### config.mk
export PLATFORM = sky130hd
export DESIGN_NAME = cnu_pipe_cell
export DESIGN_NICKNAME = d
export VERILOG_FILES = /design/src/rtl/cnu_pipe_cell.sv
export SDC_FILE = /design/constraint.sdc
export NUM_CORES = 1
export LEC_CHECK = 0
export ABC_AREA = 1
export CAP_MARGIN = 0
export CORE_MARGIN = 2
export CORE_UTILIZATION = 40
export CTS_CLUSTER_SIZE = 28
export DETAILED_ROUTE_END_ITERATION = 6
export DONT_BUFFER_PORTS = 1
export HOLD_SLACK_MARGIN = 0.15
export PLACE_DENSITY = 0.55
export SYNTH_ARGS = -nofsm -noshare
export SYNTH_HDL_FRONTEND = slang
export SYNTH_SLANG_ARGS = --single-unit
export TNS_END_PERCENT = 100
### constraint.sdc
create_clock -name clk -period 26.9 [get_ports clk]
set_input_delay 4.035 -clock clk [delete_from_list [all_inputs] [get_ports clk]]
set_output_delay 4.035 -clock clk [all_outputs]
set_load 0.05 [all_outputs]
### src/rtl/cnu_pipe_cell.sv
// cnu_pipe_cell: four-stage min-sum check-node update (capture, search, normalise, update).
// Optional macro CNU_SAT_EN selects saturating arithmetic; without it arithmetic wraps mod 2^D_WID.
module cnu_pipe_cell #(
  parameter int D_WID = 8,
  parameter int DEG   = 6,
  parameter int IDX_W = 3,
  parameter int LR_W  = 2*D_WID + IDX_W + 1 + DEG
) (
  input  logic                 clk,
  input  logic                 reset,
  input  logic                 iter_0,
  input  logic [IDX_W:0]       deg_act,
  input  logic                 in_valid,
  output logic                 in_ready,
  input  logic [DEG*D_WID-1:0] lq_in,
  input  logic [LR_W-1:0]      lr_in,
  output logic                 out_valid,
  input  logic                 out_ready,
  output logic [DEG*D_WID-1:0] lq_out,
  output logic [LR_W-1:0]      lr_out
);
  localparam int EXT_W = D_WID + 2;
  typedef logic [D_WID-1:0]        msg_t;
  typedef logic signed [EXT_W-1:0] ext_t;

`ifdef CNU_SAT_EN
  localparam int   SAT_I  = (1 << (D_WID-1)) - 1;
  localparam ext_t SAT_HI = EXT_W'(SAT_I);
  localparam ext_t SAT_LO = EXT_W'(-SAT_I);
`endif

  function automatic ext_t sext(input msg_t v);
    return {{2{v[D_WID-1]}}, v};
  endfunction

  // Lane value of a compressed word: {min1, min2, idx, sxor, sign[0..DEG-1]}.
  function automatic ext_t expand_lr(input logic [LR_W-1:0] w, input int lane);
    msg_t mag;
    ext_t e;
    logic neg;
    mag = (w[DEG+IDX_W -: IDX_W] == IDX_W'(lane)) ? w[LR_W-D_WID-1 -: D_WID] : w[LR_W-1 -: D_WID];
    neg = w[DEG-1-lane] ^ w[DEG];
    e   = {2'b00, mag};
    return neg ? -e : e;
  endfunction

  function automatic msg_t fix(input ext_t v);
`ifdef CNU_SAT_EN
    if (v > SAT_HI) return SAT_HI[D_WID-1:0];
    if (v < SAT_LO) return SAT_LO[D_WID-1:0];
`endif
    return v[D_WID-1:0];
  endfunction

  function automatic msg_t abs_mag(input msg_t v);
    msg_t m;
    m = v[D_WID-1] ? (~v) + msg_t'(1) : v;
`ifdef CNU_SAT_EN
    if (m == {1'b1, {(D_WID-1){1'b0}}}) m = SAT_HI[D_WID-1:0];
`endif
    return m;
  endfunction

  function automatic msg_t scale(input msg_t m);
    logic [D_WID:0] t;
    t = {1'b0, m} + {3'b000, m[D_WID-1:2]} + (D_WID+1)'(1);
    return t[D_WID:1];
  endfunction

  logic                 s1_v_q, s2_v_q, s3_v_q, s4_v_q;
  msg_t                 s1_q_q [DEG];
  msg_t                 s2_q_q [DEG];
  msg_t                 s3_q_q [DEG];
  logic [DEG-1:0]       s1_act_q, s2_act_q, s3_act_q;
  msg_t                 s2_min1_q, s2_min2_q;
  logic [IDX_W-1:0]     s2_idx_q;
  logic                 s2_sxor_q;
  logic [DEG-1:0]       s2_sgn_q;
  logic [LR_W-1:0]      s3_word_q;
  logic [DEG*D_WID-1:0] lq_out_q;
  logic [LR_W-1:0]      lr_out_q;

  // valid/ready: a row moves on a rising edge where valid && ready; a stage loads when it is
  // empty or its successor moves, so in_ready is combinational from out_ready through the chain.
  logic en1, en2, en3, en4;
  assign en4       = !s4_v_q || out_ready;
  assign en3       = !s3_v_q || en4;
  assign en2       = !s2_v_q || en3;
  assign en1       = !s1_v_q || en2;
  assign in_ready  = en1;
  assign out_valid = s4_v_q;
  assign lq_out    = lq_out_q;
  assign lr_out    = lr_out_q;

  logic [IDX_W:0] deg_c;
  logic [DEG-1:0] act_d;
  msg_t           q1_d [DEG];
  always_comb begin
    deg_c = deg_act;
    if (deg_act < (IDX_W+1)'(2))        deg_c = (IDX_W+1)'(2);
    else if (deg_act > (IDX_W+1)'(DEG)) deg_c = (IDX_W+1)'(DEG);
    act_d = '0;
    for (int i = 0; i < DEG; i++) begin
      act_d[i] = ((IDX_W+1)'(i) < deg_c);
      q1_d[i]  = '0;
      if (act_d[i]) begin
        if (iter_0) q1_d[i] = lq_in[(DEG-i)*D_WID-1 -: D_WID];
        else        q1_d[i] = fix(sext(lq_in[(DEG-i)*D_WID-1 -: D_WID]) - expand_lr(lr_in, i));
      end
    end
  end

  // Strict less-than keeps the lowest lane on ties; min2 skips only the winning lane.
  msg_t             mag_d [DEG];
  msg_t             min1_d, min2_d;
  logic [IDX_W-1:0] idx_d;
  logic             sxor_d;
  logic [DEG-1:0]   sgn_d;
  always_comb begin
    min1_d = '1;
    min2_d = '1;
    idx_d  = '0;
    sxor_d = 1'b0;
    sgn_d  = '0;
    for (int i = 0; i < DEG; i++) begin
      mag_d[i] = abs_mag(s1_q_q[i]);
      if (s1_act_q[i]) begin
        sgn_d[DEG-1-i] = s1_q_q[i][D_WID-1];
        sxor_d         = sxor_d ^ s1_q_q[i][D_WID-1];
        if (mag_d[i] < min1_d) begin
          min1_d = mag_d[i];
          idx_d  = IDX_W'(i);
        end
      end
    end
    for (int i = 0; i < DEG; i++) begin
      if (s1_act_q[i] && (idx_d != IDX_W'(i)) && (mag_d[i] < min2_d)) min2_d = mag_d[i];
    end
  end

  logic [LR_W-1:0] word_d;
  assign word_d = {scale(s2_min1_q), scale(s2_min2_q), s2_idx_q, s2_sxor_q, s2_sgn_q};

  logic [DEG*D_WID-1:0] lq_d;
  always_comb begin
    lq_d = '0;
    for (int i = 0; i < DEG; i++) begin
      if (s3_act_q[i]) lq_d[(DEG-i)*D_WID-1 -: D_WID] = fix(sext(s3_q_q[i]) + expand_lr(s3_word_q, i));
    end
  end

  always_ff @(posedge clk) begin
    if (reset) begin
      s1_v_q   <= 1'b0;
      s2_v_q   <= 1'b0;
      s3_v_q   <= 1'b0;
      s4_v_q   <= 1'b0;
      lq_out_q <= '0;
      lr_out_q <= '0;
    end else begin
      if (en4) begin
        s4_v_q <= s3_v_q;
        if (s3_v_q) begin
          lq_out_q <= lq_d;
          lr_out_q <= s3_word_q;
        end
      end
      if (en3) begin
        s3_v_q <= s2_v_q;
        if (s2_v_q) begin
          s3_q_q    <= s2_q_q;
          s3_act_q  <= s2_act_q;
          s3_word_q <= word_d;
        end
      end
      if (en2) begin
        s2_v_q <= s1_v_q;
        if (s1_v_q) begin
          s2_q_q    <= s1_q_q;
          s2_act_q  <= s1_act_q;
          s2_min1_q <= min1_d;
          s2_min2_q <= min2_d;
          s2_idx_q  <= idx_d;
          s2_sxor_q <= sxor_d;
          s2_sgn_q  <= sgn_d;
        end
      end
      if (en1) begin
        s1_v_q <= in_valid;
        if (in_valid) begin
          s1_q_q   <= q1_d;
          s1_act_q <= act_d;
        end
      end
    end
  end
endmodule

# [Word-level counts from Yosys, hierarchy flattened]
# Cells that the tools add are included.
[totals] regBits=292 in_bits=83 out_inout_bits=76 word_cells=235
[op_classes] add_sub_neg=34 order_cmp=19 eq_ne=15 mux=78 n_bitwise=24 reduce_logical=27
[op_table] cell="two-way mux 8 bit" count=60
[op_table] cell="negation 8 bit" count=12
[op_table] cell="less-than comparator 8 bit" count=10
[op_table] cell="adder 8 x 1 -> 8 bit (second input constant)" count=6
[op_table] cell="adder 8 bit" count=6
[op_table] cell="NOT 8 bit" count=6
[op_table] cell="subtractor 8 bit" count=6
[op_table] cell="two-way mux 3 bit" count=8
[op_table] cell="adder 8 x 6 -> 9 bit" count=2
[op_table] cell="adder 9 x 1 -> 9 bit (second input constant)" count=2
[op_table] cell="XOR 1 bit" count=17
[op_table] cell="equality test 3 x 2 -> 1 bit (second input constant)" count=4
[op_table] cell="equality test 3 bit (second input constant)" count=4
[op_table] cell="logical AND 1 bit" count=12
[op_table] cell="AND reduction 3 bit" count=3
[op_table] cell="less-than comparator 1 x 4 -> 1 bit (first input constant)" count=2
[op_table] cell="less-than comparator 2 x 4 -> 1 bit (first input constant)" count=2
[op_table] cell="less-than comparator 3 x 4 -> 1 bit (first input constant)" count=2
[op_table] cell="less-than comparator 8 bit (second input constant)" count=1
[op_table] cell="two-way mux 1 bit" count=8
[op_table] cell="two-way mux 4 bit" count=2
[op_table] cell="equality test 3 x 1 -> 1 bit (second input constant)" count=2
[op_table] cell="zero test 3 bit" count=2
[op_table] cell="!= test 3 x 2 -> 1 bit (second input constant)" count=2
[op_table] cell="9 further kinds" count=16

# [Logic depth before layout (Yosys ltp)]
# Gate-level depths: netlist (run 1).
[depth] ltp_word=40 depth_mapped=111 depth_no_buf=105

# [Worst setup path after synthesis (run 1)]
# Ideal clock, no wire load.
[synth_path] kind="flip-flop to flip-flop" start="register s1_q_q[32] (netlist bit)" end="register s2_min2_q[5], data pin" setup_time_ps=253 arrival_time_ps=13618 t_required_ps=26647 setup_slack_ps=13029 stages_incl_launch_ff=85 n_path_buf=8 period_less_slack_ps=13871 path_cell_list="edfxtp_1 > inv_1 > ha_1 > inv_1 > nor2_1 > inv_1 > nor2_1 > inv_1 > o31ai_1 > xnor2_1 > ha_1 > nand2_1 > o211a_1 > nand2_2 > inv_1 > clkbuf_1 > nand2_1 > o21ai_0 > (+49 left out) > nand2_2 > buf_2 > a21oi_1 > inv_1 > ha_1 > a211oi_1 > nand2_1 > a221oi_1 > nand2_2 > buf_2 > o21ai_0 > ha_1 > nand2_1 > o21ai_0 > nor3_2 > nand2_4 > nand2_1 > nand2_1"
[synth_via] elab_chain_cells=37 word_cells_on_any_way=55 classes_between="add/sub (1); order compare (10); eq/ne (5); mux (25); bitwise (1); reduce/logical (13)"
[synth_lines] element="start: declaration" line_no="71" source="msg_t s1_q_q [DEG];"
[synth_lines] element="start signal: assignment" line_no="191" source="s1_q_q <= q1_d;"
[synth_lines] element="NOT 8 bit" line_no="57" source="m = v[D_WID-1] ? (~v) + msg_t'(1) : v;"
[synth_lines] element="adder 8 x 1 -> 8 bit" line_no="57"
[synth_lines] element="two-way mux 8 bit (*)" line_no="57"
[synth_lines] element="less-than comparator 8 bit" line_no="130" source="if (mag_d[i] < min1_d) begin"
[synth_lines] element="two-way mux 8 bit" line_no="130"
[synth_lines] element="two-way mux 8 bit" line_no="127" source="if (s1_act_q[i]) begin"
[synth_lines] element="less-than comparator 8 bit" line_no="130"
[synth_lines] element="two-way mux 8 bit" line_no="130"
[synth_lines] element="(+22 left out)"
[synth_lines] element="two-way mux 8 bit" line_no="137" source="if (s1_act_q[i] && (idx_d != IDX_W'(i)) && (mag_d[i] < min2_d)) min2_d = mag_d[i];"
[synth_lines] element="less-than comparator 8 bit" line_no="137"
[synth_lines] element="logical AND 1 bit" line_no="137"
[synth_lines] element="two-way mux 8 bit" line_no="137"
[synth_lines] element="less-than comparator 8 bit" line_no="137"
[synth_lines] element="logical AND 1 bit" line_no="137"
[synth_lines] element="two-way mux 8 bit (*)" line_no="137"
[synth_lines] element="via min2_d[5]" line_no="115" source="msg_t min1_d, min2_d;"
[synth_lines] element="end signal: assignment" line_no="182" source="s2_min2_q <= min2_d;"
[synth_lines] element="end: declaration" line_no="75" source="msg_t s2_min1_q, s2_min2_q;"
# Mark *: on every way through the listed nets, which the timed path passes. The rest lies on a longest branch.
# A chain may end at the register's enable or synchronous reset.

# [Final worst setup path (run 1)]
[layout_path] start="register s1_q_q[33] (netlist bit)" end="register s2_min2_q[5], data pin"
# The elaborated chain is that of the path after synthesis.

==> results of run 1 <==
-- kinds of logic (layout without fill, tap and decap cells) --
group	count (synthesis)	after routing	share of synthesized area
XOR/XNOR	143	143	0.0617
adder cells (fa/ha/maj)	186	186	0.120
flip-flops	292	292	0.394
buffers and inverters	446	457	0.0840
other	1	2	0.000185
AND/OR/NAND/NOR	978	978	0.201
AO/OA/AOI/OAI	518	518	0.140
-- power by group through the flow --
stage | Clock, mW | Sequential (mW) | Combinational [mW]
finish | 0.423 | 0.541 | 0.428
global route | 0.453 | 0.543 | 0.497
CTS | 0.436 | 0.540 | 0.428
detailed placement | 0 | 0.550 | 0.426
global placement | 0 | 0.550 | 0.417
floorplan | 0 | 0.541 | 0.342
-- state kept, by name (all words and copies together) (netlist names), 8 cells and up --
name / flops
lq_out: 48
s1_q_q: 48
s2_q_q: 48
s3_q_q: 48
lr_out: 26
s3_word_q: 26
s2_min1_q: 8
s2_min2_q: 8
-- layout make-up --
type	instances	area (sq um)
clock buffers	47	956
clock inverters	11	71.3
fillers	4980	28200
inverters	391	1470
multi-input cells	1827	10600
flip-flops and latches	292	7990
well taps	672	841
repair buffers	8	60.1
-- routing by layer --
metal  wire (microns)  global-route usage  up-vias
li1                 -                   -     8419
met5                0                   0        -
met4             1600              0.0623        0
met2            23100               0.321      403
met1            24500               0.265     7156
met3             3160              0.0350       96
-- path summary, 6_finish.rpt --
| check | startpoint | endpoint | slack [ps] |
|---|---|---|---|
| max | s1_q_q[33] | s2_min2_q[5] | 11000 |
| min | s2_q_q[24] | s3_q_q[24] | 410 |
| max reg2reg | s1_q_q[33] | s2_min2_q[5] | 11000 |
| min reg2reg | s2_q_q[24] | s3_q_q[24] | 410 |
-- cell usage in the layout, fill, tap and decap left out, drive strengths merged, types with 5 or more instances in the layout --
cell	synthesis	layout
a211oi	18	18
a21oi	181	181
a31oi	12	12
buf	14	8
clkbuf	41	47
clkinv	4	9
dfxtp	78	78
edfxtp	214	214
fa	14	14
ha	172	172
inv	387	392
nand2	588	588
nand3	74	74
nand4	5	5
nor2	246	246
nor3	27	27
nor3b	5	5
o211ai	6	6
o21ai	250	250
o21bai	9	9
o31ai	25	25
or2	22	22
xnor2	54	54
xor2	89	89
-- critical path: cells and delay by family, from the launching register on --
| kind | cells | cell delay (ps) |
|---|---|---|
| AO/OA/AOI/OAI | 24 | 5540 |
| adder cells (fa/ha/maj) | 10 | 3170 |
| buffers and inverters | 10 | 1300 |
| flip-flops | 1 | 450 |
| AND/OR/NAND/NOR | 34 | 5160 |
==> insert_results.sql, run 1 <==
INSERT INTO impl_metrics (metric_group, metric, value, unit) VALUES
('clock_tree', 'cts.sinks', '292', ''),
('sta', 'timing.clock.skew', '13.1', 'ps'),
('final_layout', 'area_growth_syn_to_layout', '8.42', '%'),
('sta', 'final.period_utilization', '0.591', ''),
('logic_synthesis', 'synth.cell_area', '20300', 'sq um'),
('sta', 'finalSetupViolations', '0', ''),
('detailed_routing', 'route.antenna.remaining_nets', '0', ''),
('global_route', 'first_pass_grt_wire_length', '82600', 'microns'),
('floorplanning', 'die_area', '52600', 'sq um'),
('power', 'power_density', '63.2', 'nW/um^2'),
('detailed_routing', 'post_drt_wl_per_cell', '16.1', 'microns'),
('sta', 'slew_headroom', '0.307', ''),
('logic_synthesis', 'syn_area_per_cell', '7.92', 'sq um'),
('logic_synthesis', 'synth_sequential_area_ratio', '0.394', ''),
('logic_synthesis', 'synth.top_cells.by_area', 'sky130_fd_sc_hd__edfxtp_1, sky130_fd_sc_hd__ha_1, sky130_fd_sc_hd__nand2_1', ''),
('logic_synthesis', 'synth_edf_count', '214', ''),
('floorplanning', 'die_width', '229', 'microns'),
('power', 'seq_power_share', '0.389', ''),
('power', 'fin_total_pwr', '1.39', 'mW'),
('final_layout', 'final_cells', '3248', ''),
('sta', 'max_freq', '62.9', 'MHz'),
('clock_tree', 'cts_tree', 'yes', ''),
('final_layout', 'finish.utilization', '0.439', ''),
('logic_synthesis', 'synth_top_area_share', '0.317', ''),
('flow_run', 'timing.max_cap.violations', '0', ''),
('detailed_routing', 'total_vias_in_the_final_route', '16100', ''),
('min_path', 'hp-class', 'register to register', ''),
('detailed_routing', 'detail_route.iter0.violations', '921', ''),
('logic_synthesis', 'synthArstFlopShare', '0', ''),
('worst_setup_path', 'worst-endpoint-required', '27220', 'ps'),
('global_route', 'grt_max_degree', '82', ''),
('floorplanning', 'floorplan.io_pins', '159', ''),
('power', 'sw_frac_of_total', '0.344', ''),
('global_route', 'number_of_global_route_vias_before_repair', '15400', ''),
('logic_synthesis', 'synth_most_common_cell', 'sky130_fd_sc_hd__nand2_1', ''),
('detailed_routing', 'detailedRoute.firstPassIterationCount', '5', ''),
('worst_setup_path', 'start_kind', 'register', ''),
('detailed_routing', 'drc_errors', '0', ''),
('sta', 'fin_tns_setup', '0', 'ps'),
('logic_synthesis', 'yosysWarningCount', '0', ''),
('sta', 'report.final.slew_viol_count', '0', ''),
('sta', 'worst_slew_pin_slew', '1040', 'ps'),
('worst_setup_path', 'critPathMostFrequentCell', 'sky130_fd_sc_hd__nand2_1', ''),
('clock_tree', 'cts.repair_timing.setup_buffer_count', '0', ''),
('sta', 'final_hold_viol_count', '0', ''),
('logic_synthesis', 'synth_area_leader_cell', 'sky130_fd_sc_hd__edfxtp_1', ''),
('placed_design', 'routabilityCongestion', '0.950', ''),
('sta', 'rsz0062_at_grt', 'no', ''),
('floorplanning', 'floorplan.rows', '82', ''),
('clock_tree', 'ctsResizeCount', '0', ''),
('power', 'power.internal', '913', 'uW'),
('detailed_routing', 'drt-vias-per-instance', '4.95', ''),
('power', 'clkPwrFrac', '0.304', ''),
('placed_design', 'dpl.hpwl', '42200', 'microns'),
('global_route', 'grt_antenna_before_repair', '2', ''),
('clock_tree', 'clock_h_tree_levels', '1', ''),
('power', 'power.switching', '479', 'uW'),
('floorplanning', 'initial_core_util', '0.405', ''),
('floorplanning', 'core-area', '50200', 'sq um'),
('sta', 'layout_min_cycle_time', '15900', 'ps'),
('outcome', 'status', 'finished clean', ''),
('logic_synthesis', 'synth.top_cells.by_count', 'sky130_fd_sc_hd__nand2_1, sky130_fd_sc_hd__inv_1, sky130_fd_sc_hd__o21ai_0', ''),
('clock_tree', 'clkLatencyLatePin', '580', 'ps'),
('power', 'power.static_leakage', '9.97', 'nW'),
('placed_design', 'preCtsSetupSlack', '11140', 'ps'),
('worst_setup_path', 'critPathSlowestCell', 'sky130_fd_sc_hd__nor4_1', ''),
('min_path', 'hold_depth', '0', ''),
('worst_setup_path', 'critPathMaxStageDelay', '680', 'ps'),
('clock_tree', 'cts.path.max_buffers', '3', ''),
('placed_design', 'numPlacedInstances', '3190', ''),
('logic_synthesis', 'synthCells', '2564', '');
No activity file was read; power rests on OpenSTA's default activity.
==> run 2: changes to the inputs <==
--- a/config.mk
+++ b/config.mk
@@ -13,7 +13,7 @@
 export DETAILED_ROUTE_END_ITERATION = 6
 export DONT_BUFFER_PORTS = 1
 export HOLD_SLACK_MARGIN = 0.15
-export PLACE_DENSITY = 0.55
+export PLACE_DENSITY = 0.57
 export SYNTH_ARGS = -nofsm -noshare
 export SYNTH_HDL_FRONTEND = slang
 export SYNTH_SLANG_ARGS = --single-unit
==> constraint.sdc (replaced) <==
create_clock -name clk -period 13.9 [get_ports clk]
set_input_delay 2.085 -clock clk [delete_from_list [all_inputs] [get_ports clk]]
set_output_delay 2.085 -clock clk [all_outputs]
set_load 0.05 [all_outputs]
==> run 2 against run 1 <==
Against the previous run:
- register-to-register slack lost 10000 ps
- flip-flop and latch count is the same
- worst setup slack lost 10000 ps
- routed wire length grew 2.4%
- fmax grew 23%
- count of clock-buffer cells in the layout shrank 12
==> insert_results.sql, run 2 (synthesis results as in run 1) <==
INSERT INTO impl_metrics (metric_group, metric, value, unit) VALUES
('outcome', 'status', 'finished clean', ''),
('floorplanning', 'die_width', '229', 'microns'),
('global_route', 'grt_antenna_before_repair', '0', ''),
('floorplanning', 'core-area', '50200', 'sq um'),
('floorplanning', 'floorplan.io_pins', '159', ''),
('worst_setup_path', 'critPathSlowestCell', 'sky130_fd_sc_hd__edfxtp_1', ''),
('worst_setup_path', 'r2r_slack', '940', 'ps'),
('worst_setup_path', 'crit_fanout', '16', ''),
('global_route', 'grt_overflow_total', '0', ''),
('final_layout', 'most_common_cell_after_layout_fill_and_taps_aside', 'sky130_fd_sc_hd__nand2_1', ''),
('power', 'power.ir.vdd_worst', '85.7', 'uV'),
('final_layout', 'finalInstanceArea', '22900', 'sq um'),
('floorplanning', 'dieHeight', '229', 'microns'),
('clock_tree', 'cts.hold.buffers_added', '0', ''),
('sta', 'worst_slew_pin_slew', '1050', 'ps'),
('sta', 'slew_headroom', '0.299', ''),
('sta', 'timing.clock.skew', '30.8', 'ps'),
('sta', 'final_hold_viol_count', '0', ''),
('power', 'power_density', '125', 'nW/um^2'),
('global_route', 'gr-usage-all-layers', '0.199', ''),
('power', 'power.static_leakage', '10.3', 'nW'),
('power', 'fin_total_pwr', '2.87', 'mW'),
('clock_tree', 'clk_pin_slew', '60', 'ps'),
('floorplanning', 'floorplan.rows', '82', ''),
('worst_setup_path', 'critPathMostFrequentCell', 'sky130_fd_sc_hd__nand2_1', ''),
('clock_tree', 'cts.sinks', '292', ''),
('clock_tree', 'cts.root.buffer_cell', 'sky130_fd_sc_hd__clkbuf_16', ''),
('sta', 'finalSetupViolations', '0', ''),
('sta', 'layout_min_cycle_time', '12960', 'ps'),
('min_path', 'hold_start', 's2_sgn_q[1]', ''),
('placed_design', 'routabilityCongestion', '0.936', ''),
('flow_run', 'timing.max_cap.violations', '0', ''),
('worst_setup_path', 'end_kind', 'register', ''),
('detailed_routing', 'drc_errors', '0', ''),
('worst_setup_path', 'worst-endpoint-required', '14330', 'ps'),
('min_path', 'hold_depth', '0', ''),
('sta', 'final.period_utilization', '0.932', ''),
('clock_tree', 'cts.path.max_buffers', '3', ''),
('clock_tree', 'clock_h_tree_levels', '1', ''),
('final_layout', 'fillers', '4909', ''),
('worst_setup_path', 'worst_setup_path_startpoint', 's1_q_q[33]', ''),
('worst_setup_path', 'worst_r2r_endpoint', 's2_min2_q[1]', ''),
('clock_tree', 'cts_tree', 'yes', ''),
('worst_setup_path', 'reg2regPathDepth', '90', ''),
('placed_design', 'placed_area', '21400', 'sq um'),
('final_layout', 'post_route_cells_drive_above_1_share', '0.0962', ''),
('worst_setup_path', 'timing_worst_setup_path_type', 'register to register', ''),
('detailed_routing', 'drt-vias-per-instance', '4.96', ''),
('floorplanning', 'die_area', '52600', 'sq um'),
('clock_tree', 'cts_inserted_buffers', '30', ''),
('final_layout', 'area_growth_syn_to_layout', '12.6', '%'),
('sta', 'report.final.slew_viol_count', '0', ''),
('detailed_routing', 'post_drt_wl_per_cell', '16.1', 'microns'),
('placed_design', 'dpl.hpwl', '42900', 'microns'),
('final_layout', 'final_cells', '3323', ''),
('min_path', 'hp-class', 'register to register', ''),
('placed_design', 'portBuffers', '0', ''),
('global_route', 'first_pass_grt_wire_length', '83700', 'microns'),
('final_layout', 'final_net_count', '2897', ''),
('worst_setup_path', 'startpoint_of_the_most_critical_register_to_register_path', 's1_q_q[33]', ''),
('final_layout', 'antennaDiodeCount', '0', ''),
('sta', 'rsz0062_at_grt', 'yes', ''),
('detailed_routing', 'detail_route.iter0.violations', '1106', ''),
('min_path', 'min_to', 's3_word_q[1]', ''),
('placed_design', 'numPlacedInstances', '3244', ''),
('final_layout', 'final_cell_mix', 'sky130_fd_sc_hd__nand2_1, sky130_fd_sc_hd__inv_1, sky130_fd_sc_hd__nor2_1, sky130_fd_sc_hd__edfxtp_1, sky130_fd_sc_hd__o21ai_0', ''),
('detailed_routing', 'finalWirelength', '53600', 'microns'),
('detailed_routing', 'route.antenna.remaining_nets', '0', ''),
('global_route', 'number_of_global_route_vias_before_repair', '15900', ''),
('detailed_routing', 'total_vias_in_the_final_route', '16500', ''),
('worst_setup_path', 'timing.critical_path.arrival', '13390', 'ps'),
('floorplanning', 'initial_core_util', '0.405', ''),
('clock_tree', 'clkLatencyLatePin', '580', 'ps'),
('worst_setup_path', 'critPathMaxStageDelay', '430', 'ps'),
('sta', 'max_freq', '77.2', 'MHz'),
('detailed_routing', 'detailedRoute.firstPassIterationCount', '6', ''),
('worst_setup_path', 'start_kind', 'register', ''),
('global_route', 'grt_max_degree', '82', '');
run 2: worst max-delay path by stage:
stage,depth (start not counted),end
finish,90,s2_min2_q[1]
global route,92,s2_min2_q[1]
CTS,88,s2_min2_q[1]
detailed placement,88,s2_min2_q[1]
global placement,88,s2_min2_q[5]
floorplan,84,s2_min2_q[5]
run 2: layout make-up:
class,instances,area (sq um),share of cell area
clock buffers,35,791,0.0346
clock inverters,20,229,0.0100
repair buffers,82,619,0.0271
inverters,391,1470,0.0644
well taps,672,841,0.0368
flip-flops and latches,292,7990,0.350
repair inverters,1,7.51,0.000328
multi-input cells,1830,10900,0.477
run 2: metal layers:
metal  wire (microns)  vias to the layer above  global-route usage
met4             1700                        0              0.0635
met2            23800                      428               0.328
met3             3550                      109              0.0393
li1                 -                     8582                   -
met5                0                        -                   0
met1            24600                     7354               0.263
run 2: through the flow:
step | setup WS [ps] | TNS [ps] | hold WS, ps | util
floorplan | 29.2 | 0 | 400 | -
global placement | 469 | 0 | 402 | 0.426
detailed placement | 159 | 0 | 405 | 0.426
CTS | 111 | 0 | 414 | 0.447
global route | -124 | -865 | 416 | 0.456
finish | 939 | 0 | 413 | 0.456
run 2: worst max-delay path, delay by kind of cell, from the launching register on:
kind / cells / cell delay, ps
and+or+nand+nor: 43 / 4270
AOI/OAI and AO/OA: 19 / 3160
adders and majority gates: 11 / 3010
buffers and inverters: 16 / 1820
DFF: 1 / 430
xor gates and xnor gates: 1 / 140
run 2: report_power, final:
group / total [mW] / switching [mW] / internal [mW]
registers: 1.05 / 0.0503 / 0.996
clock network: 0.829 / 0.332 / 0.497
logic: 0.992 / 0.590 / 0.402
total: 2.87 / 0.972 / 1.90
run 2: timing repair:
item | in CTS | in global routing
buffers inserted | 0 | 20
gates resized for setup | 0 | 96
endpoints found under the setup margin | 0 | 8
==> run 3: changes to the inputs <==
--- a/config.mk
+++ b/config.mk
@@ -13,7 +13,7 @@
 export DETAILED_ROUTE_END_ITERATION = 6
 export DONT_BUFFER_PORTS = 1
 export HOLD_SLACK_MARGIN = 0.15
-export PLACE_DENSITY = 0.57
+export PLACE_DENSITY = 0.55
 export SYNTH_ARGS = -nofsm -noshare
 export SYNTH_HDL_FRONTEND = slang
 export SYNTH_SLANG_ARGS = --single-unit
==> constraint.sdc (replaced) <==
create_clock -name clk -period 13.19 [get_ports clk]
set_input_delay 1.9785 -clock clk [delete_from_list [all_inputs] [get_ports clk]]
set_output_delay 1.9785 -clock clk [all_outputs]
set_load 0.05 [all_outputs]
==> run 3 against run 2 <==
Against the previous run:
- power increased by 14%
- worst setup slack got worse by 620 ps
- routed wire length grew 3.1%
==> insert_results.sql, run 3 (synthesis results as in run 1) <==
INSERT INTO impl_metrics (metric_group, metric, value, unit) VALUES
('worst_setup_path', 'critical-path-top-delay-family', 'compound AO/OA/AOI/OAI gates', ''),
('floorplanning', 'dieHeight', '229', 'microns'),
('global_route', 'met1_usage', '0.269', ''),
('worst_setup_path', 'worst_setup_path_startpoint', 's1_q_q[32]', ''),
('detailed_routing', 'detail_route.iter0.violations', '962', ''),
('sta', 'finalSetupViolations', '0', ''),
('detailed_routing', 'post_drt_wl_per_cell', '16.3', 'microns'),
('placed_design', 'routabilityCongestion', '0.924', ''),
('detailed_routing', 'drc_errors', '0', ''),
('power', 'clkPwrFrac', '0.282', ''),
('global_route', 'busiest_layer', 'met2', ''),
('clock_tree', 'cts.hold.buffers_added', '0', ''),
('power', 'power.internal', '2.13', 'mW'),
('worst_setup_path', 'r2r_slack', '320', 'ps'),
('min_path', 'hold_start', 's2_q_q[18]', ''),
('floorplanning', 'die_width', '229', 'microns'),
('final_layout', 'sequential_cell_area', '7990', 'sq um'),
('final_layout', 'post_route_cells_drive_above_1_share', '0.142', ''),
('worst_setup_path', 'worst-endpoint-required', '13490', 'ps'),
('worst_setup_path', 'critPathSlowestCell', 'sky130_fd_sc_hd__edfxtp_1', ''),
('global_route', 'number_of_global_route_vias_before_repair', '16100', ''),
('clock_tree', 'clkLatencyLatePin', '550', 'ps'),
('final_layout', 'multiInputGateArea', '11300', 'sq um'),
('clock_tree', 'cts_inserted_buffers', '34', ''),
('floorplanning', 'die_area', '52600', 'sq um'),
('power', 'comb_power_share', '0.381', ''),
('worst_setup_path', 'startpoint_of_the_most_critical_register_to_register_path', 's1_q_q[32]', ''),
('clock_tree', 'cts_tree', 'yes', ''),
('final_layout', 'fillers', '4898', ''),
('placed_design', 'numPlacedInstances', '3281', ''),
('sta', 'timing.clock.skew', '16.6', 'ps'),
('clock_tree', 'cts.path.max_buffers', '3', ''),
('clock_tree', 'clk_pin_slew', '60', 'ps'),
('placed_design', 'portBuffers', '0', ''),
('sta', 'final.period_utilization', '0.976', ''),
('worst_setup_path', 'timing_worst_setup_path_type', 'register to register', ''),
('placed_design', 'dpl.hpwl', '43100', 'microns'),
('power', 'power.ir.vdd_worst', '83.0', 'uV'),
('power', 'power.static_leakage', '10.8', 'nW'),
('worst_setup_path', 'start_kind', 'register', ''),
('final_layout', 'finalInstanceArea', '23800', 'sq um'),
('final_layout', 'final_cells', '3388', ''),
('floorplanning', 'floorplan.rows', '82', ''),
('min_path', 'hp-class', 'register to register', ''),
('floorplanning', 'initial_core_util', '0.405', ''),
('sta', 'report.final.slew_viol_count', '0', ''),
('detailed_routing', 'detailedRoute.firstPassIterationCount', '5', ''),
('floorplanning', 'floorplan.io_pins', '159', ''),
('clock_tree', 'cts.root.buffer_cell', 'sky130_fd_sc_hd__clkbuf_16', ''),
('worst_setup_path', 'crit_fanout', '8', ''),
('outcome', 'status', 'finished clean', ''),
('sta', 'rsz0062_at_grt', 'yes', ''),
('sta', 'worst_slew_pin_slew', '1290', 'ps'),
('flow_run', 'timing.max_cap.violations', '0', ''),
('sta', 'slew_headroom', '0.134', ''),
('placed_design', 'placed_area', '21700', 'sq um'),
('global_route', 'grt_max_degree', '82', ''),
('sta', 'max_freq', '77.7', 'MHz'),
('worst_setup_path', 'path_buf_inv', '22', ''),
('global_route', 'grt_overflow_total', '0', ''),
('power', 'power.switching', '1.14', 'mW'),
('power', 'sw_frac_of_total', '0.348', ''),
('final_layout', 'final_net_count', '2959', ''),
('final_layout', 'final_cell_mix', 'sky130_fd_sc_hd__nand2_1, sky130_fd_sc_hd__inv_1, sky130_fd_sc_hd__nor2_1, sky130_fd_sc_hd__edfxtp_1, sky130_fd_sc_hd__o21ai_0', ''),
('final_layout', 'most_common_cell_after_layout_fill_and_taps_aside', 'sky130_fd_sc_hd__nand2_1', ''),
('global_route', 'gr-usage-all-layers', '0.204', ''),
('power', 'power_density', '137', 'nW/um^2'),
('final_layout', 'antennaDiodeCount', '0', ''),
('worst_setup_path', 'critPathMostFrequentCell', 'sky130_fd_sc_hd__nand2_4', ''),
('detailed_routing', 'drt-vias-per-instance', '4.97', ''),
('global_route', 'first_pass_grt_wire_length', '84900', 'microns'),
('global_route', 'grtUsageMet2', '0.336', ''),
('clock_tree', 'cts.sinks', '292', ''),
('final_layout', 'area_growth_syn_to_layout', '17.4', '%'),
('worst_setup_path', 'critPathMaxStageDelay', '400', 'ps'),
('detailed_routing', 'finalWirelength', '55300', 'microns'),
('sta', 'layout_min_cycle_time', '12870', 'ps'),
('global_route', 'grt.met3_usage', '0.0396', ''),
('power', 'seq_power_share', '0.337', ''),
('clock_tree', 'clock_h_tree_levels', '2', ''),
('detailed_routing', 'route.antenna.remaining_nets', '0', ''),
('floorplanning', 'core-area', '50200', 'sq um'),
('global_route', 'grt_antenna_before_repair', '0', ''),
('worst_setup_path', 'timing.critical_path.arrival', '13170', 'ps'),
('worst_setup_path', 'end_kind', 'register', ''),
('sta', 'final_hold_viol_count', '0', ''),
('detailed_routing', 'total_vias_in_the_final_route', '16800', '');
run 3: final timing paths:
check	end	depth (start not counted)
max	s2_min2_q[5]	89
min	s3_q_q[18]	0
max reg2reg	s2_min2_q[5]	89
min reg2reg	s3_q_q[18]	0
run 3: power by group through the flow:
stage                     clock network [mW]  registers [mW]  logic (mW)
after floorplan                            0            1.10       0.705
after global placement                     0            1.12       0.984
after detailed placement                   0            1.12        1.00
after CTS                              0.955            1.10        1.02
after global routing                   0.984            1.11        1.39
final                                  0.922            1.10        1.24
run 3: area by class of cell:
cell class	count	area share
repair buffers	140	0.0470
well taps	672	0.0353
repair inverters	1	0.000315
clock inverters	18	0.00698
inverters	391	0.0621
clock buffers	44	0.0391
multi-input cells	1830	0.474
flip-flops and latches	292	0.335
run 3: timing repair:
item                       in CTS  in global routing
pin swaps                       1                 92
gates resized for setup         7                194
cloned                          1                  4
buffers inserted                1                 39
setup endpoints to repair       8                  8
run 3: routing by layer:
metal  share of wire  wire length, microns
met1            0.47                 25800
met2            0.45                 24700
met3           0.053                  2940
met4           0.034                  1870
met5               0                     0
run 3: metrics by stage:
step,power [mW],TNS [ps],util,setup WS (ps),hold slack (ps)
after floorplan,1.81,0,-,18.6,400
after global placement,2.10,0,0.433,266,400
after detailed placement,2.13,-249,0.433,-50.8,405
after CTS,3.07,0,0.455,37.8,410
after global routing,3.48,-3490,0.475,-449,408
final,3.27,0,0.475,323,402
==> RTL change 1 (flow settings as in run 2) <==
`IDX_W`: 3 -> 4.
--- a/src/rtl/cnu_pipe_cell.sv
+++ b/src/rtl/cnu_pipe_cell.sv
@@ -4,5 +4,5 @@
   parameter int D_WID = 8,
   parameter int DEG   = 6,
-  parameter int IDX_W = 3,
+  parameter int IDX_W = 4,
   parameter int LR_W  = 2*D_WID + IDX_W + 1 + DEG
 ) (
Interface: changed (resized deg_act, lr_in and lr_out); port bits go from 159 to 162. The function was not compared with the original's and may differ.
==> RTL change 1 against run 2 <==
  * Final area shrank 0.49%
  * First-iteration DRC count rose by 0.63%
  * Via count fell by 0.49%
  * Routed wire length shrank 0.81%
  * Combinational power down 3.4%
  * Setup slack worse by 0.086 ns
  * Count of clock-buffer cells in the layout up 11
  * Sequential cell count did not move
  * Global-route usage barely moved
  * Total power about the same
  * Sequential power about the same
  * Area after synthesis is 0.48% lower
  * Die area is 0.47% lower
  * Critical endpoint is now s2_min2_q[6]$_DFFE_PP_
  * Largest cell class unchanged
==> RTL change 1: results (changes against run 2) <==
{
  "outcome": {
    "outcome": "finished clean"
  },
  "placed_design": {
    "dp.cells": {"value": 3217, "change": "-0.83%"},
    "dp_hpwl": {"value": 42.3, "unit": "mm", "change": "-1.3%"},
    "detailedPlace.worstSlack": {"value": 0.0467, "unit": "ns", "change": "-0.112 ns"}
  },
  "clocking": {
    "number_of_buffers_added_by_the_clock_tree_synthesis_step": {"value": 31, "change": "+3.3%"}
  },
  "cells_and_area": {
    "instances_no_fill": {"value": 3301, "change": "-0.66%"},
    "final_net_count": {"value": 2875, "change": "-0.76%"},
    "fillerInstances": {"value": 4924, "change": "+0.31%"},
    "layout-drive-gt1-share": {"value": 8.37, "unit": "%", "change": "-1.3 points"}
  },
  "global_route": {
    "first_pass_grt_wire_length": {"value": 83.3, "unit": "mm", "change": "-0.45%"},
    "grt_usage": {"value": 19.9, "unit": "%", "change": "about the same"},
    "vias_in_the_first_global_route": {"value": 15400, "change": "-2.9%"}
  },
  "timing": {
    "worst_slew_pin_slew": {"value": 1.04, "unit": "ns", "change": "-0.00925 ns"},
    "max_freq": {"value": 76.6, "unit": "MHz", "change": "-0.66%"}
  },
  "synth": {
    "synthTopCellsByCount": "nand2_1 (572), inv_1 (363), nor2_1 (250)",
    "postSynthCellCount": {"value": 2551, "change": "-0.51%"},
    "post_synth_main_area_contributors": "edfxtp_1 (32%), ha_1 (11%), nand2_1 (11%)",
    "synth.yosys.seq_area_share": {"value": 39.5, "unit": "%", "change": "+0.19 points"},
    "post_synth_num_cell_types": {"value": 50, "change": "-2.0%"}
  },
  "pwr": {
    "power.leakage": {"value": 10.3, "unit": "nW", "change": "about the same"}
  },
  "routing": {
    "post_drt_wl_per_cell": {"value": 16.1, "unit": "um", "change": "-0.15%"},
    "viasPerCell": {"value": 4.97, "change": "+0.17%"},
    "drt_iter0_drc": {"value": 1113, "change": "+0.63%"},
    "drtPass1Iterations": {"value": 5, "change": "-1"}
  },
  "worst_setup_path": {
    "crit_family": "compound AO/OA/AOI/OAI gates",
    "worst-path-max-fanout": {"value": 13, "change": "-3"},
    "setup.reg_to_reg.worst_slack": {"value": 0.85, "unit": "ns", "change": "-0.09 ns"}
  }
}
RTL change 1: per-layer routing:
layer	up-vias	share of wire (%)	routed length [um]	global-route usage, %
met5	-	0	0	0
met1	7401	46	24500	26.6
met3	76	6.1	3220	3.68
met4	0	2.6	1390	6.21
met2	401	45	24100	32.7
li1	8514	-	-	-
RTL change 1: path summary, 6_finish.rpt:
| path | cells after the start | startpoint | end |
|---|---|---|---|
| setup / recovery | 87 | s1_q_q[33]$_SDFFCE_PP0P_ | s2_min2_q[6]$_DFFE_PP_ |
| hold / removal | 0 | s2_q_q[21]$_DFFE_PP_ | s3_q_q[21]$_DFFE_PP_ |
| setup reg to reg | 87 | s1_q_q[33]$_SDFFCE_PP0P_ | s2_min2_q[6]$_DFFE_PP_ |
| hold reg to reg | 0 | s2_q_q[21]$_DFFE_PP_ | s3_q_q[21]$_DFFE_PP_ |
RTL change 1: final cells by class:
cell class                 instances  area share (%)
timing repair buffer              72            2.45
sequential                       292            35.1
tap                              672            3.70
clock inverter                    12           0.341
inverter                         371            6.16
multi-input combinational       1836            47.7
clock buffer                      46            4.50
RTL change 1: cells by family (layout without fill, tap and decap cells):
logic type / count (synthesis) / after routing / synth area share (%)
compound gates: 505 / 505 / 13.7
xor+xnor: 148 / 148 / 6.42
fa+ha+maj: 186 / 186 / 12.0
buf+inv: 427 / 501 / 7.98
flops: 292 / 292 / 39.5
other cells: 2 / 3 / 0.0372
simple gates: 991 / 994 / 20.3
RTL change 1: power by group:
| part | switching, mW | internal, mW |
|---|---|---|
| clock | 0.347 | 0.512 |
| sequential | 0.0520 | 0.996 |
| combinational | 0.574 | 0.383 |
| total | 0.974 | 1.89 |
RTL change 1: per-stage QoR:
stage                     power [mW]  TNS [ns]  hold WS (ns)
after detailed placement        1.95         0         0.405
final                           2.87         0         0.413
after floorplan                 1.70         0         0.400
after CTS                       2.82         0         0.413
after global routing            3.06    -0.677         0.421
after global placement          1.93         0         0.403
RTL change 1: what timing repair did:
| action | CTS | global route |
|---|---|---|
| pin swaps | 0 | 27 |
| setup buffers | 0 | 23 |
| hold buffers | 0 | 0 |
| endpoints found under the hold margin | 0 | 0 |
| gates cloned | 0 | 3 |
| setup endpoints to repair | 1 | 8 |
| gates resized for setup | 1 | 76 |
==> RTL change 2 (settings of run 2) <==
Without the edit above. Build with the macro `CNU_SAT_EN` defined.
--- a/src/rtl/cnu_pipe_cell.sv
+++ b/src/rtl/cnu_pipe_cell.sv
@@ -1,4 +1,6 @@
 // cnu_pipe_cell: four-stage min-sum check-node update (capture, search, normalise, update).
 // Optional macro CNU_SAT_EN selects saturating arithmetic; without it arithmetic wraps mod 2^D_WID.
+`define CNU_SAT_EN
+
 module cnu_pipe_cell #(
   parameter int D_WID = 8,
Formal check against the unedited RTL: same outputs for any inputs over 4 cycles, from zero or initial values and one cycle with reset high; that may be too few to reach the edited logic, so the function may still have changed.
==> RTL change 2 against run 2 <==
  * Total power is 10% higher
  * Sequential share of layout area is 3.9 points lower
  * Routed wire length is 14% higher
  * Combinational power is 25% higher
  * Non-clock buffer count is 17 higher
  * Die area is 12% higher
  * Worst hold slack worse by 0.0050 ns
  * Sequential cell count stayed put
  * Setup slack worse by 0.44 ns
  * Area after synthesis is 12% higher
  * Final area is 13% higher
  * Count of clock-buffer cells in the layout is 4 higher
  * Highest routed layer unchanged
==> RTL change 2: results (changes against run 2) <==
{
  "synth": {
    "synth_compound_gate_area_share": {"value": 15.1, "unit": "%", "change": "+1.1 points"},
    "syn_area_per_cell": {"value": 7.68, "unit": "um^2", "change": "-3.0%"},
    "post_synth_main_area_contributors": "edfxtp_1 (28%), ha_1 (11%), nand2_1 (10%)"
  },
  "clocking": {
    "insertion_delay": {"value": 0.54, "unit": "ns", "change": "-0.04 ns"},
    "cts-htree-levels": {"value": 2, "change": "+1"},
    "number_of_buffers_added_by_the_clock_tree_synthesis_step": {"value": 34, "change": "+13%"}
  },
  "cells_and_area": {
    "n_clock_buffer": {"value": 39, "change": "+11%"},
    "n_all_buffers": {"value": 99, "change": "+21%"},
    "layout.nonclk_buf_share": {"value": 2.94, "unit": "%", "change": "+0.23 points"},
    "layout-drive-gt1-share": {"value": 9.93, "unit": "%", "change": "+0.31 points"},
    "nFlopsAndLatches": {"value": 292, "change": "unchanged"}
  },
  "worst_setup_path": {
    "worst_ep_arrival_time": {"value": 13.69, "unit": "ns", "change": "+0.30 ns"},
    "worst-path-max-fanout": {"value": 9, "change": "-7"},
    "crit_path_max_incr_delay": {"value": 0.46, "unit": "ns", "change": "+0.03 ns"}
  },
  "global_route": {
    "met1_usage": {"value": 26.6, "unit": "%", "change": "+0.27 points"},
    "grt_usage": {"value": 20.5, "unit": "%", "change": "+0.59 points"},
    "first_pass_grt_wire_length": {"value": 97.1, "unit": "mm", "change": "+16%"},
    "vias_in_the_first_global_route": {"value": 18700, "change": "+18%"}
  },
  "outcome": {
    "outcome": "finished clean"
  },
  "min_path": {
    "worst_hold_path.endpoint": "s3_q_q[27]$_DFFE_PP_"
  },
  "routing": {
    "wl_met3": {"value": 3.33, "unit": "mm", "change": "-6.2%"}
  },
  "placed_design": {
    "dp.cells": {"value": 3729, "change": "+15%"}
  },
  "pwr": {
    "netSwitchingFraction": {"value": 36.6, "unit": "%", "change": "+2.7 points"},
    "power_frac_clock": {"value": 27.3, "unit": "%", "change": "-1.6 points"}
  },
  "timing": {
    "holdWs": {"value": 0.408, "unit": "ns", "change": "-0.00504 ns"}
  }
}
-- RTL change 2: critical path: cells and delay by family (launching register included) --
kind / cells / cell delay [ns]
compound gates: 23 / 3.97
flops: 1 / 0.46
fa+ha+maj: 11 / 2.91
buf+inv: 21 / 2.65
simple gates: 37 / 3.18
-- RTL change 2: worst max-delay path by stage --
stage,start,end,slack [ns]
after floorplan,s1_q_q[32]$_SDFFCE_PP0P_,s2_min2_q[5]$_DFFE_PP_,0.06
after CTS,s1_q_q[40]$_SDFFCE_PP0P_,s2_min2_q[2]$_DFFE_PP_,0.006
after global routing,s1_q_q[41]$_SDFFCE_PP0P_,s2_min2_q[7]$_DFFE_PP_,-0.26
final,s1_q_q[41]$_SDFFCE_PP0P_,s2_min2_q[2]$_DFFE_PP_,0.50
after detailed placement,s1_q_q[40]$_SDFFCE_PP0P_,s2_min2_q[2]$_DFFE_PP_,-0.03
after global placement,s1_q_q[33]$_SDFFCE_PP0P_,s2_min2_q[4]$_DFFE_PP_,0.48
